### src/rtl/event_out_fifo.sv
// First-word-fall-through output FIFO for encoded AER events, with a registered head word,
// a saturating drop counter and a drain mode that blocks new events until the FIFO is empty.
module event_out_fifo #(
  parameter int DATA_W   = 32,
  parameter int DEPTH    = 16,
  parameter int AFULL_TH = 12,
  parameter int CNT_W    = 16
) (
  input  logic                     clk_i,
  input  logic                     reset_i,
  input  logic                     evt_valid_i,
  input  logic [DATA_W-1:0]        evt_data_i,
  input  logic                     flush_i,
  input  logic                     drop_clr_i,
  input  logic                     ready_i,
  output logic                     valid_o,
  output logic [DATA_W-1:0]        data_o,
  output logic [$clog2(DEPTH):0]   level_o,
  output logic                     full_o,
  output logic                     almost_full_o,
  output logic [CNT_W-1:0]         drop_cnt_o,
  output logic                     overflow_o,
  output logic                     flush_busy_o
);

  localparam int PTR_W = $clog2(DEPTH);
  localparam int LVL_W = PTR_W + 1;

  typedef enum logic {NORMAL, DRAIN} state_t;

  state_t              state_q, state_d;
  logic [DATA_W-1:0]   mem [DEPTH];
  logic [PTR_W-1:0]    rd_ptr_q, wr_ptr_q, rd_ptr_nxt;
  logic [LVL_W-1:0]    level_q, level_d;
  logic [DATA_W-1:0]   data_q, data_d;
  logic [CNT_W-1:0]    drop_cnt_q;
  logic                overflow_q;
  logic                pop, accept, push, drop;

  assign valid_o       = (level_q != '0);
  assign full_o        = (level_q == LVL_W'(DEPTH));
  assign almost_full_o = (level_q >= LVL_W'(AFULL_TH));
  assign level_o       = level_q;
  assign data_o        = data_q;
  assign drop_cnt_o    = drop_cnt_q;
  assign overflow_o    = overflow_q;
  assign flush_busy_o  = (state_q == DRAIN);

  // A full FIFO still takes a new word when the head leaves in the same cycle.
  assign pop        = valid_o && ready_i;
  assign accept     = evt_valid_i && (state_q == NORMAL);
  assign push       = accept && (!full_o || pop);
  assign drop       = accept && full_o && !pop;
  assign rd_ptr_nxt = rd_ptr_q + 1'b1;

  always_comb begin
    level_d = level_q;
    if (push && !pop)
      level_d = level_q + 1'b1;
    else if (pop && !push)
      level_d = level_q - 1'b1;
  end

  // Next head word: at level 1 the successor is the word being written this cycle, not memory.
  always_comb begin
    data_d = data_q;
    if (pop) begin
      if (level_q == LVL_W'(1)) begin
        if (push)
          data_d = evt_data_i;
      end else begin
        data_d = mem[rd_ptr_nxt];
      end
    end else if (level_q == '0 && push) begin
      data_d = evt_data_i;
    end
  end

  always_comb begin
    state_d = state_q;
    case (state_q)
      NORMAL:  if (flush_i) state_d = DRAIN;
      DRAIN:   if (level_d == '0) state_d = NORMAL;
      default: state_d = NORMAL;
    endcase
  end

  always_ff @(posedge clk_i) begin
    if (push)
      mem[wr_ptr_q] <= evt_data_i;
  end

  always_ff @(posedge clk_i or posedge reset_i) begin
    if (reset_i) begin
      rd_ptr_q <= '0;
      wr_ptr_q <= '0;
      level_q  <= '0;
      data_q   <= '0;
      state_q  <= NORMAL;
    end else begin
      if (push)
        wr_ptr_q <= wr_ptr_q + 1'b1;
      if (pop)
        rd_ptr_q <= rd_ptr_nxt;
      level_q <= level_d;
      data_q  <= data_d;
      state_q <= state_d;
    end
  end

  // A clear coinciding with a drop leaves that drop counted.
  always_ff @(posedge clk_i or posedge reset_i) begin
    if (reset_i) begin
      drop_cnt_q <= '0;
      overflow_q <= 1'b0;
    end else if (drop_clr_i) begin
      drop_cnt_q <= drop ? CNT_W'(1) : '0;
      overflow_q <= drop;
    end else if (drop) begin
      if (drop_cnt_q != '1)
        drop_cnt_q <= drop_cnt_q + 1'b1;
      overflow_q <= 1'b1;
    end
  end

endmodule
### config.mk
export PLATFORM = sky130hd
export DESIGN_NAME = event_out_fifo
export DESIGN_NICKNAME = d
export VERILOG_FILES = /design/src/rtl/event_out_fifo.sv
export SDC_FILE = /design/constraint.sdc
export NUM_CORES = 1
export LEC_CHECK = 0
export ABC_AREA = 1
export CORE_MARGIN = 2
export CORE_UTILIZATION = 35
export CTS_BUF_LIST = sky130_fd_sc_hd__clkbuf_8
export CTS_CLUSTER_DIAMETER = 120
export CTS_CLUSTER_SIZE = 30
export DETAILED_ROUTE_END_ITERATION = 12
export HOLD_SLACK_MARGIN = 0.05
export MAX_ROUTING_LAYER = met4
export PLACE_DENSITY = 0.49
export SLEW_MARGIN = 20
export SYNTH_ARGS = -nofsm -noshare
export SYNTH_HDL_FRONTEND = slang
export SYNTH_SLANG_ARGS = --single-unit
### constraint.sdc
create_clock -name clk_i -period 3.4 [get_ports clk_i]
set_input_delay 0.68 -clock clk_i [delete_from_list [all_inputs] [get_ports clk_i]]
set_output_delay 0.68 -clock clk_i [all_outputs]
set_load 0.005 [all_outputs]
==> reports/metrics.cfg <==
[run_status]
outcome=finished, final reports clean

[global_route]
overflow=0
antenna_found_initial=1
grt_start_max_net_pins=143
grt_pass1_wl_um=96000
grt_pass1_vias=15000
grt.total_usage_pct=18.5

[sta]
slew_headroom_pct=36.4
max_freq_mhz=337
setup_tns_ps=0
setup_ws_ps=435
rsz0062_at_grt=false
setup_violations=0
worst_pin_slew_ps=954
min_period_ps=2960
final-hold-violation-count=0
whs_ps=380
report.final.slew_viol_count=0
final.setup_skew_ps=41.7
fin_crit_sh_pct=87.2

[clock_tree]
clk_pin_slew_ps=180
clk-insertion-delay-late_ps=670
cts.sinks=575
post_cts_buffers=0
cts_tree=built
htree_levels=1
cts_resized=0
cts_made_buffers=23
cts_buffer_depth=3
cts_hold_buffers=0
cts_root_buffer=clkbuf_8

[placement]
gp_congestion=0.812
dp_slack_ps=379
dpl_cell_area_um2=26000
portBuffers=95
dpl.hpwl_um=36300

[cells_and_area]
final_area_um2=26500
layout-drive-gt1-share_pct=5.68
fill_cells=6404
nets=2161
area_growth_pct=11.4
multi_input_area_um2=6140
seqCellArea_um2=17000

[yosys]
yosys_warnings=0
syn_area_um2=23700
yosysSeqAreaShare_pct=71.4
syn_nets=2109
synth_edf_count=512
syn_area_per_cell_um2=11.5
synth_async_sr_flop_share_pct=11.0
synth_cell_types=38
ys.flop_type=edfxtp_1
ys_ff_latch=575
netlist_instances=2061

[worst_hold_path]
hold_class=in2async

[routing]
num_vias=15300
viasPerCell=5.08
post_drt_wl_per_cell_um=21.2
wl_um=63600
first_iter_violations=1232
firstDrtPassIters=5
detail-route-antenna-nets=0
drc=0

[worst_setup_path]
critPathSlowestCell=clkdlybuf4s50_1
r2r-end=data_o[0]$_DFFE_PP0P_
crit_type=reg2out
r2r_slack_ps=660
rr_worst_depth=8
cp-start-kind=flip-flop
critPathCaptureType=primary output
cp_cell_sequence=inv_1, ha_1, nand3_2, inv_2, clkdlybuf4s50_1
endpoint=full_o
cp_slowest_stage_delay_ps=500
crit_fanout=6
arrival_ps=2280
rr_startpoint=rd_ptr_q[0]$_DFFE_PP0N_
startpoint=level_o[0]$_DFF_PP0_
crit_required_ps=2720

[die]
start_util_pct=35.4
io_pins=96
core_um2=67200
die_h_um=264
die-area_um2=69900
num_rows=95
fp.dieW_um=264

[run]
drv_cap=0

[pwr]
p_per_area_nw_per_um2=785
cellLeakagePower_nw=9.15
ir_drop_uv=731

-- worst min path at each step --
stage / start / endpoint / slack (ps) / cells after the start
3_5_place_dp: overflow_o$_DFFE_PP0P_ / overflow_o$_DFFE_PP0P_ / 470 / 2
3_3_place_gp: overflow_o$_DFFE_PP0P_ / overflow_o$_DFFE_PP0P_ / 480 / 2
6_report: reset_i / overflow_o$_DFFE_PP0P_ / 380 / 2
5_1_grt: reset_i / rd_ptr_q[3]$_DFFE_PP0N_ / 410 / 2
2_1_floorplan: data_o[21]$_DFFE_PP0P_ / data_o[21]$_DFFE_PP0P_ / 470 / 2
4_1_cts: reset_i / rd_ptr_q[0]$_DFFE_PP0N_ / 350 / 2
-- area by class of cell --
| cell class | instances | area share (%) |
|---|---|---|
| Inverter | 49 | 0.733 |
| Antenna cell | 1 | 0.00946 |
| Clock buffer | 23 | 1.20 |
| Clock inverter | 18 | 0.430 |
| Tap cell | 873 | 4.13 |
| Timing Repair Buffer | 146 | 6.18 |
| Sequential cell | 575 | 64.1 |
| Multi-Input combinational cell | 1318 | 23.2 |
-- sequential cells by signal, summed over array words and instances, names as in the netlist --
name          flops
mem             512
overflow_o        1
rd_ptr_q          4
level_o           5
data_o           32
flush_busy_o      1
drop_cnt_o       16
wr_ptr_q          4
-- cells in the final DEF (no fill, tap or decap), types with 2 or more instances in the layout --
master             n
inv_1             52
o21ai_1           37
a21oi_1           67
dfrtp_1           62
clkinv_2           2
ha_1               9
edfxtp_1         512
nor2_1           175
nand4_1           16
nand3_2            3
buf_4             27
inv_8              2
or2_2              2
nor3_1             5
nand3_1          312
nand2_2            2
o21ai_0          139
nor2_4            16
xor2_1            10
clkdlybuf4s50_1   95
o221ai_1           4
nor3_2             2
clkbuf_8          23
buf_12            24
inv_2              8
nand2_1          505
-- through the flow --
stage	total power, mW	utilization (%)	cells
6_report	20.8	39.4	3003
5_1_grt	22.3	39.4	3003
4_1_cts	21.1	39.4	3002
3_5_place_dp	18.3	38.7	2961
3_3_place_gp	18.2	38.7	2961
2_1_floorplan	14.5	-	2061
-- per-layer routing --
layer / global-route usage (%) / share of wire (%) / vias to the layer above
li1: - / - / 7304
met1: 25.0 / 46 / 7590
met2: 30.7 / 49 / 304
met3: 1.54 / 3.6 / 66
met4: 4.19 / 2.4 / 0
met5: - / 0 / -
-- power breakdown --
part / switching (mW) / leakage [nW] / internal [mW]
combinational: 6.47 / 3.52 / 3.12
clock: 2.08 / 0.272 / 0.737
sequential: 0.282 / 5.36 / 8.07
total: 8.83 / 9.15 / 11.9
-- critical path: cells and delay by family (launching register included) --
kind	cells	cell delay, ps
fa+ha+maj	1	250
buf+inv	3	760
simple gates	1	120
flops	1	490
-- synthesized netlist by cell type, types with 2 or more instances --
cell	instances	area, µm²
a21oi_1	67	335
buf_1	11	41.3
buf_2	57	285
buf_4	12	90.1
buf_6	7	78.8
clkbuf_1	32	120
dfrtp_1	63	1580
edfxtp_1	512	15400
ha_1	10	125
inv_1	39	146
inv_2	9	33.8
nand2_1	505	1900
nand2_2	2	12.5
nand3_1	312	1560
nand3_2	3	30.0
nand4_1	16	100
nor2_1	189	709
nor2_4	2	22.5
nor3_1	7	35.0
o21ai_0	139	696
o21ai_1	37	185
o221ai_1	4	35.0
or2_2	2	12.5
xor2_1	10	87.6
-- cells by family after synthesis --
kind of cell | synth area share (%)
AND/OR/NAND/NOR | 18.7
flip-flops | 71.4
buffers and inverters | 3.37
XOR/XNOR | 0.506
AO/OA/AOI/OAI | 5.46
adder cells (fa/ha/maj) | 0.527
(Power assumes the default switching activity.)
